$ cat src/rtl/exc_ctrl_if.sv
// MEM-stage / CP0 bundle seen by the exception arbiter.
// slave: the arbiter itself. master: the pipeline/CP0 side that drives it.
interface exc_ctrl_if;
  // MEM-stage instruction and its raw exception flags
  logic        mem_valid;
  logic        mem_stall;
  logic [31:0] mem_pc;
  logic [31:0] mem_addr;
  logic        mem_delayslot;
  logic        adel_if, ri, ov, sys, bp, adel_ld, ades, eret;
  // interrupt sources and current CP0 state
  logic [5:0]  int_lines;
  logic        timer_int;
  logic [31:0] cp0_status, cp0_cause, cp0_epc;
  // commit strobes toward CP0
  logic        syscall_s, break_s, overflow_s, reserved_inst_s;
  logic        adel_s, ades_s, eret_s, int_s;
  logic        delayslot;
  logic [31:0] pc;
  logic [31:0] badvaddr;
  logic [5:0]  int_sync;
  // pipeline control
  logic        flush;
  logic        redirect;
  logic [31:0] new_pc;

  modport slave (
    input  mem_valid, mem_stall, mem_pc, mem_addr, mem_delayslot,
           adel_if, ri, ov, sys, bp, adel_ld, ades, eret,
           int_lines, timer_int, cp0_status, cp0_cause, cp0_epc,
    output syscall_s, break_s, overflow_s, reserved_inst_s,
           adel_s, ades_s, eret_s, int_s, delayslot, pc, badvaddr,
           int_sync, flush, redirect, new_pc
  );

  modport master (
    output mem_valid, mem_stall, mem_pc, mem_addr, mem_delayslot,
           adel_if, ri, ov, sys, bp, adel_ld, ades, eret,
           int_lines, timer_int, cp0_status, cp0_cause, cp0_epc,
    input  syscall_s, break_s, overflow_s, reserved_inst_s,
           adel_s, ades_s, eret_s, int_s, delayslot, pc, badvaddr,
           int_sync, flush, redirect, new_pc
  );
endinterface

$ cat src/rtl/exc_ctrl.sv
// MEM-stage exception arbiter. Picks at most one event per cycle, hands the
// one-hot strobe, PC and BadVAddr to CP0 combinationally, then runs a fixed
// length flush followed by a one-cycle redirect to the handler or EPC.
module exc_ctrl #(
  parameter logic [31:0] EXC_ENTRY    = 32'hBFC00380,
  parameter int          FLUSH_CYCLES = 2
) (
  input logic       clk,
  input logic       rst,
  exc_ctrl_if.slave bus
);

  typedef enum logic {IDLE, FLUSH} state_e;

  state_e      state_q, state_d;
  logic [3:0]  cnt_q, cnt_d;
  logic [31:0] target_q, target_d;
  logic [5:0]  sync1_q, sync1_d, sync2_q, sync2_d;

  logic [5:0]  int_sync;
  logic        irq, commit, any_ev;
  logic        ev_int, ev_adel_if, ev_ri, ev_ov, ev_sys, ev_bp;
  logic        ev_adel_ld, ev_ades, ev_eret;
  logic [31:0] bad_sel;

  // timer interrupt bypasses the synchronizer; it is already in clk domain
  assign int_sync = {sync2_q[5] | bus.timer_int, sync2_q[4:0]};

  assign irq = bus.cp0_status[0] & ~bus.cp0_status[1] &
               (|({int_sync, bus.cp0_cause[9:8]} & bus.cp0_status[15:8]));

  // reset also blocks commit so nothing leaks into CP0 while held in reset
  assign commit = bus.mem_valid & ~bus.mem_stall & (state_q == IDLE) & ~rst;

  // priority pick: exactly one event wins, BadVAddr follows the winner
  always_comb begin
    ev_int = 1'b0; ev_adel_if = 1'b0; ev_ri = 1'b0; ev_ov = 1'b0;
    ev_sys = 1'b0; ev_bp = 1'b0; ev_adel_ld = 1'b0; ev_ades = 1'b0;
    ev_eret = 1'b0;
    bad_sel = 32'h0;
    if (irq)              ev_int = 1'b1;
    else if (bus.adel_if) begin ev_adel_if = 1'b1; bad_sel = bus.mem_pc; end
    else if (bus.ri)      ev_ri = 1'b1;
    else if (bus.ov)      ev_ov = 1'b1;
    else if (bus.sys)     ev_sys = 1'b1;
    else if (bus.bp)      ev_bp = 1'b1;
    else if (bus.adel_ld) begin ev_adel_ld = 1'b1; bad_sel = bus.mem_addr; end
    else if (bus.ades)    begin ev_ades = 1'b1; bad_sel = bus.mem_addr; end
    else if (bus.eret)    ev_eret = 1'b1;
  end

  assign any_ev = ev_int | ev_adel_if | ev_ri | ev_ov | ev_sys | ev_bp |
                  ev_adel_ld | ev_ades | ev_eret;

  // commit-cycle outputs to CP0, all zero when nothing commits
  assign bus.int_s           = commit & ev_int;
  assign bus.adel_s          = commit & (ev_adel_if | ev_adel_ld);
  assign bus.reserved_inst_s = commit & ev_ri;
  assign bus.overflow_s      = commit & ev_ov;
  assign bus.syscall_s       = commit & ev_sys;
  assign bus.break_s         = commit & ev_bp;
  assign bus.ades_s          = commit & ev_ades;
  assign bus.eret_s          = commit & ev_eret;
  assign bus.badvaddr        = commit ? bad_sel : 32'h0;
  assign bus.pc              = bus.mem_pc;
  assign bus.delayslot       = bus.mem_delayslot;
  assign bus.int_sync        = int_sync;

  // flush/redirect are decoded from state; reset masks them immediately
  assign bus.flush    = (state_q == FLUSH) & ~rst;
  assign bus.redirect = (state_q == FLUSH) & (cnt_q == 4'd0) & ~rst;
  assign bus.new_pc   = target_q;

  // next state: latch target at commit, count down the flush window
  always_comb begin
    state_d  = state_q;
    cnt_d    = cnt_q;
    target_d = target_q;
    sync1_d  = bus.int_lines;
    sync2_d  = sync1_q;
    case (state_q)
      IDLE: begin
        if (commit && any_ev) begin
          state_d  = FLUSH;
          cnt_d    = 4'(FLUSH_CYCLES - 1);
          target_d = ev_eret ? bus.cp0_epc : EXC_ENTRY;
        end
      end
      FLUSH: begin
        if (cnt_q == 4'd0) state_d = IDLE;
        else               cnt_d   = cnt_q - 4'd1;
      end
      default: state_d = IDLE;
    endcase
  end

  // state, counter, target and synchronizer registers
  always_ff @(posedge clk) begin
    if (rst) begin
      state_q  <= IDLE;
      cnt_q    <= 4'd0;
      target_q <= 32'h0;
      sync1_q  <= 6'h0;
      sync2_q  <= 6'h0;
    end else begin
      state_q  <= state_d;
      cnt_q    <= cnt_d;
      target_q <= target_d;
      sync1_q  <= sync1_d;
      sync2_q  <= sync2_d;
    end
  end

  // CP0 fields this block does not look at
  logic unused_cp0;
  assign unused_cp0 = &{1'b0, bus.cp0_status[31:16], bus.cp0_status[7:2],
                        bus.cp0_cause[31:10], bus.cp0_cause[7:0]};

endmodule

$ cat src/flat_wrapper.sv
// flat-port wrapper written by rule: the top's interface ports become plain ports
module exc_ctrl_flat 
#(
  parameter logic [31:0] EXC_ENTRY    = 32'hBFC00380,
  parameter int          FLUSH_CYCLES = 2
)
  (clk, rst, bus_mem_valid, bus_mem_stall, bus_mem_pc, bus_mem_addr, bus_mem_delayslot, bus_adel_if, bus_ri, bus_ov, bus_sys, bus_bp, bus_adel_ld, bus_ades, bus_eret, bus_int_lines, bus_timer_int, bus_cp0_status, bus_cp0_cause, bus_cp0_epc, bus_syscall_s, bus_break_s, bus_overflow_s, bus_reserved_inst_s, bus_adel_s, bus_ades_s, bus_eret_s, bus_int_s, bus_delayslot, bus_pc, bus_badvaddr, bus_int_sync, bus_flush, bus_redirect, bus_new_pc);
  exc_ctrl_if bus_i ();
  input logic clk;
  input logic rst;
  input wire logic [$bits(bus_i.mem_valid)-1:0] bus_mem_valid;
  input wire logic [$bits(bus_i.mem_stall)-1:0] bus_mem_stall;
  input wire logic [$bits(bus_i.mem_pc)-1:0] bus_mem_pc;
  input wire logic [$bits(bus_i.mem_addr)-1:0] bus_mem_addr;
  input wire logic [$bits(bus_i.mem_delayslot)-1:0] bus_mem_delayslot;
  input wire logic [$bits(bus_i.adel_if)-1:0] bus_adel_if;
  input wire logic [$bits(bus_i.ri)-1:0] bus_ri;
  input wire logic [$bits(bus_i.ov)-1:0] bus_ov;
  input wire logic [$bits(bus_i.sys)-1:0] bus_sys;
  input wire logic [$bits(bus_i.bp)-1:0] bus_bp;
  input wire logic [$bits(bus_i.adel_ld)-1:0] bus_adel_ld;
  input wire logic [$bits(bus_i.ades)-1:0] bus_ades;
  input wire logic [$bits(bus_i.eret)-1:0] bus_eret;
  input wire logic [$bits(bus_i.int_lines)-1:0] bus_int_lines;
  input wire logic [$bits(bus_i.timer_int)-1:0] bus_timer_int;
  input wire logic [$bits(bus_i.cp0_status)-1:0] bus_cp0_status;
  input wire logic [$bits(bus_i.cp0_cause)-1:0] bus_cp0_cause;
  input wire logic [$bits(bus_i.cp0_epc)-1:0] bus_cp0_epc;
  output wire logic [$bits(bus_i.syscall_s)-1:0] bus_syscall_s;
  output wire logic [$bits(bus_i.break_s)-1:0] bus_break_s;
  output wire logic [$bits(bus_i.overflow_s)-1:0] bus_overflow_s;
  output wire logic [$bits(bus_i.reserved_inst_s)-1:0] bus_reserved_inst_s;
  output wire logic [$bits(bus_i.adel_s)-1:0] bus_adel_s;
  output wire logic [$bits(bus_i.ades_s)-1:0] bus_ades_s;
  output wire logic [$bits(bus_i.eret_s)-1:0] bus_eret_s;
  output wire logic [$bits(bus_i.int_s)-1:0] bus_int_s;
  output wire logic [$bits(bus_i.delayslot)-1:0] bus_delayslot;
  output wire logic [$bits(bus_i.pc)-1:0] bus_pc;
  output wire logic [$bits(bus_i.badvaddr)-1:0] bus_badvaddr;
  output wire logic [$bits(bus_i.int_sync)-1:0] bus_int_sync;
  output wire logic [$bits(bus_i.flush)-1:0] bus_flush;
  output wire logic [$bits(bus_i.redirect)-1:0] bus_redirect;
  output wire logic [$bits(bus_i.new_pc)-1:0] bus_new_pc;
  assign bus_i.mem_valid = bus_mem_valid;
  assign bus_i.mem_stall = bus_mem_stall;
  assign bus_i.mem_pc = bus_mem_pc;
  assign bus_i.mem_addr = bus_mem_addr;
  assign bus_i.mem_delayslot = bus_mem_delayslot;
  assign bus_i.adel_if = bus_adel_if;
  assign bus_i.ri = bus_ri;
  assign bus_i.ov = bus_ov;
  assign bus_i.sys = bus_sys;
  assign bus_i.bp = bus_bp;
  assign bus_i.adel_ld = bus_adel_ld;
  assign bus_i.ades = bus_ades;
  assign bus_i.eret = bus_eret;
  assign bus_i.int_lines = bus_int_lines;
  assign bus_i.timer_int = bus_timer_int;
  assign bus_i.cp0_status = bus_cp0_status;
  assign bus_i.cp0_cause = bus_cp0_cause;
  assign bus_i.cp0_epc = bus_cp0_epc;
  assign bus_syscall_s = bus_i.syscall_s;
  assign bus_break_s = bus_i.break_s;
  assign bus_overflow_s = bus_i.overflow_s;
  assign bus_reserved_inst_s = bus_i.reserved_inst_s;
  assign bus_adel_s = bus_i.adel_s;
  assign bus_ades_s = bus_i.ades_s;
  assign bus_eret_s = bus_i.eret_s;
  assign bus_int_s = bus_i.int_s;
  assign bus_delayslot = bus_i.delayslot;
  assign bus_pc = bus_i.pc;
  assign bus_badvaddr = bus_i.badvaddr;
  assign bus_int_sync = bus_i.int_sync;
  assign bus_flush = bus_i.flush;
  assign bus_redirect = bus_i.redirect;
  assign bus_new_pc = bus_i.new_pc;
  exc_ctrl #(.EXC_ENTRY(EXC_ENTRY), .FLUSH_CYCLES(FLUSH_CYCLES)) u_core (.clk(clk), .rst(rst), .bus(bus_i));
endmodule
$ cat config.mk
export PLATFORM = sky130hd
export DESIGN_NAME = exc_ctrl_flat
export DESIGN_NICKNAME = d
export VERILOG_FILES = /design/src/rtl/exc_ctrl_if.sv /design/src/rtl/exc_ctrl.sv /design/src/flat_wrapper.sv
export SDC_FILE = /design/constraint.sdc
export NUM_CORES = 1
export LEC_CHECK = 0
export CORE_AREA = 2 2 115 117
export CTS_BUF_LIST = sky130_fd_sc_hd__clkbuf_4 sky130_fd_sc_hd__clkbuf_8
export CTS_CLUSTER_DIAMETER = 50
export DETAILED_ROUTE_END_ITERATION = 10
export DIE_AREA = 0 0 117 119
export HOLD_SLACK_MARGIN = 0.02
export PLACE_DENSITY = 0.76
export SYNTH_ARGS = -nofsm -noshare
export SYNTH_HDL_FRONTEND = slang
export SYNTH_SLANG_ARGS = --single-unit
$ cat constraint.sdc
create_clock -name clk -period 2.1 [get_ports clk]
set_clock_uncertainty 0.15 [all_clocks]
set_input_delay 0.21 -clock clk [delete_from_list [all_inputs] [get_ports clk]]
set_output_delay 0.21 -clock clk [all_outputs]
set_load 0.02 [all_outputs]
==> impl_metrics.json <==
{
  "n_antenna_cell": 0,
  "maxSlewViolCount": 0,
  "multi_input_area_mm2": 0.00114,
  "synth_top_family_by_area": "compound AO/OA/AOI/OAI gates",
  "cp.required_ns": 1.74,
  "grt_remaining_overflow": 0,
  "internal_power_mw": 1.83,
  "antenna_found_initial": 0,
  "muxShareOfSynthArea": 0,
  "netlist_instances": 262,
  "power_density_mw_per_mm2": 445,
  "violations": "negative setup slack",
  "insertion_delay_ns": 0.30,
  "wl_mm": 11.2,
  "fin_area_mm2": 0.00548,
  "cp.depth": 8,
  "worst_pin_slew_ns": 0.337,
  "synth_edf_count": 0,
  "vias": 2867,
  "combPwrFrac": 0.273,
  "synth.yosys.seq_area_share": 0.399,
  "fill_cells": 1223,
  "power_mw": 2.44,
  "netlist-cell-type-count": 35,
  "drive_gt1_frac": 0.228,
  "seq_power_share": 0.396,
  "setup_ws_ns": -0.625,
  "htreeDepth": 2,
  "drt_iter0_drc": 58,
  "irDropWorstVdd_v": 0.000378,
  "drt_first_pass_iters": 4,
  "drc": 0,
  "max_freq_ghz": 0.367,
  "wl_per_cell_um": 16.9,
  "synthAdderAreaFrac": 0.00509,
  "synth_compound_area_frac": 0.275,
  "ctsRootBufferMaster": "clkbuf_8",
  "cap_violations": 0,
  "rows": 42,
  "dp_slack_ns": -1.11,
  "die_h_um": 119,
  "p_sw_mw": 0.605,
  "critPathCaptureType": "output pin",
  "slowest_stage": "or4b_4",
  "hold_path_class": "in -> out",
  "grt_max_degree": 33,
  "via_per_inst": 4.30,
  "start_util": 0.191,
  "synth.avg_cell_area_um2": 9.39,
  "dp_hpwl_mm": 8.77,
  "worstSetupPathType": "in -> out",
  "cp.arrival_ns": 2.36,
  "setup_viol": 71,
  "dieWidth_um": 117,
  "die-area_mm2": 0.0139,
  "cp_top_family": "buffers and inverters",
  "yosys_most_used_dff": "dfxtp_1",
  "max_stage_delay_ns": 0.54,
  "core_area_mm2": 0.0129,
  "async_flop_share": 0,
  "pin_count": 293,
  "max_slew_margin": 0.775,
  "p_clk_frac": 0.331,
  "rsz0062_at_grt": "true",
  "hold_viol_final": 0,
  "antenna_left": 0,
  "sw_frac_of_total": 0.248,
  "synth_nets": 443,
  "portBuffers": 238,
  "grtUsageTotal": 0.153,
  "cts_sinks": 49,
  "cts_tree": "done",
  "hold_depth": 0,
  "fin_nets": 671,
  "status": "finished, violations left",
  "clock_path_buffers": 2,
  "synthToLayoutAreaGrowth_pct": 123,
  "finalCritPeriodShare": 1.30,
  "placed_area_mm2": 0.00501,
  "reg2reg_setup_slack_ns": -0.23,
  "netlist_area_mm2": 0.00246,
  "yosys_warnings": 0,
  "cp_common_cell": "buf_12",
  "synth-simple-area-share": 0.130,
  "gp_congestion": 0.822,
  "critPathMaxFanout": 32,
  "synth-seq-cells": 49,
  "grt_pass1_vias": 2963,
  "startpoint_type": "input pin",
  "crit_chain": "clkdlybuf4s50_1 > or4b_4 > o31a_4 > buf_12 > nor2_4 > buf_12 > a22o_1 > buf_6",
  "r2r_cells": 10,
  "synth-xor-area-share": 0,
  "p_leak_nw": 2.24,
  "cts_made_buffers": 5,
  "fin_crit_ns": 2.72,
  "grt_first_pass_wirelength_mm": 16.1,
  "register_area_um2": 983,
  "fin_util": 0.426,
  "crit_buf_inv": 4
}
==> sequential cells by signal, indices dropped and copies added, names as in the netlist <==
name	cells
u_core.bus.new_pc	32
u_core.sync2_q	6
u_core.sync1_q	6
u_core.cnt_q	4
u_core.state_q	1
==> final timing paths <==
| check | start | to |
|---|---|---|
| worst max register to register | u_core.sync2_q[0] | u_core.bus.new_pc[31] |
| worst min-delay path | bus_mem_delayslot | bus_delayslot |
| worst min register to register | u_core.sync1_q[4] | u_core.sync2_q[4] |
| worst max-delay path | rst | bus_badvaddr[13] |
==> what timing repair did <==
item | in CTS | in global routing
pin swaps | 10 | 5
buffers inserted | 6 | 4
gates resized for setup | 215 | 23
hold buffers | 0 | 0
endpoints found under the setup margin | 72 | 73
cloned | 5 | 0
==> power by group through the flow <==
stage          Clock (mW)  Sequential [mW]  Combinational (mW)
3_5_place_dp            0            0.987               0.645
6_report            0.807            0.965               0.667
4_1_cts             0.839            0.965               0.659
3_3_place_gp            0            0.985               0.637
2_1_floorplan           0             1.00               0.230
5_1_grt             0.879            0.968               0.703
==> placed cells by master (no fill, tap or decap), types with 2 or more instances in the layout <==
master	netlist	layout
clkdlybuf4s50_1	0	196
dfxtp_1	49	47
a22o_1	52	42
buf_6	0	35
inv_1	29	28
buf_4	40	27
nor2b_1	14	13
a221oi_1	12	12
a22o_4	0	10
nor2_1	9	8
buf_12	0	7
nand2_1	5	5
clkbuf_8	0	5
buf_16	0	5
a31oi_1	4	4
clkdlybuf4s15_2	0	4
nand2b_1	3	3
nor3_4	2	3
a21oi_1	3	3
a22oi_1	2	2
nand3_1	2	2
and4b_1	2	2
nor3_1	3	2
bufinv_16	0	2
dfxtp_2	0	2
==> Yosys cell counts, drive strengths merged, types with 3 or more instances <==
| library cell | number | area share |
|---|---|---|
| a22o | 52 | 0.19 |
| buf | 49 | 0.14 |
| dfxtp | 49 | 0.40 |
| inv | 29 | 0.044 |
| nor2b | 14 | 0.036 |
| a221oi | 12 | 0.043 |
| nor2 | 9 | 0.014 |
| nand2 | 5 | 0.0076 |
| nor3 | 5 | 0.019 |
| a31oi | 4 | 0.010 |
| clkbuf | 4 | 0.0061 |
| a21oi | 3 | 0.0061 |
| nand2b | 3 | 0.0076 |
==> final cells by class <==
cell class                 count  area share
sequential                    49       0.179
clock buffer                   5      0.0126
inverter                      29      0.0203
multi-input combinational    131       0.209
tap                          176      0.0402
timing repair buffer         274       0.526
clock inverter                 3      0.0126
==> per-stage QoR <==
stage                     TNS (ns)  hold slack [ns]  std cells
after floorplan              -3.42            0.186        262
after global routing        -35.97            0.270        667
after global placement      -59.82            0.270        645
after CTS                   -29.41            0.270        664
final                       -28.71            0.270        667
after detailed placement    -59.51            0.270        645
==> routing by layer <==
layer,global-route usage,vias up,routed length [µm]
met5,0,-,0
li1,-,1361,-
met4,0.0338,0,138
met3,0.0407,9,1140
met1,0.151,1342,3830
met2,0.309,155,6130
==> logic make-up (layout without fill, tap and decap cells) <==
kind of cell,after synthesis,after routing
flip-flops,49,49
AO/OA/AOI/OAI,80,80
AND/OR/NAND/NOR,50,50
adder cells (fa/ha/maj),1,1
buffers and inverters,82,311
(Power assumes the default switching activity.)
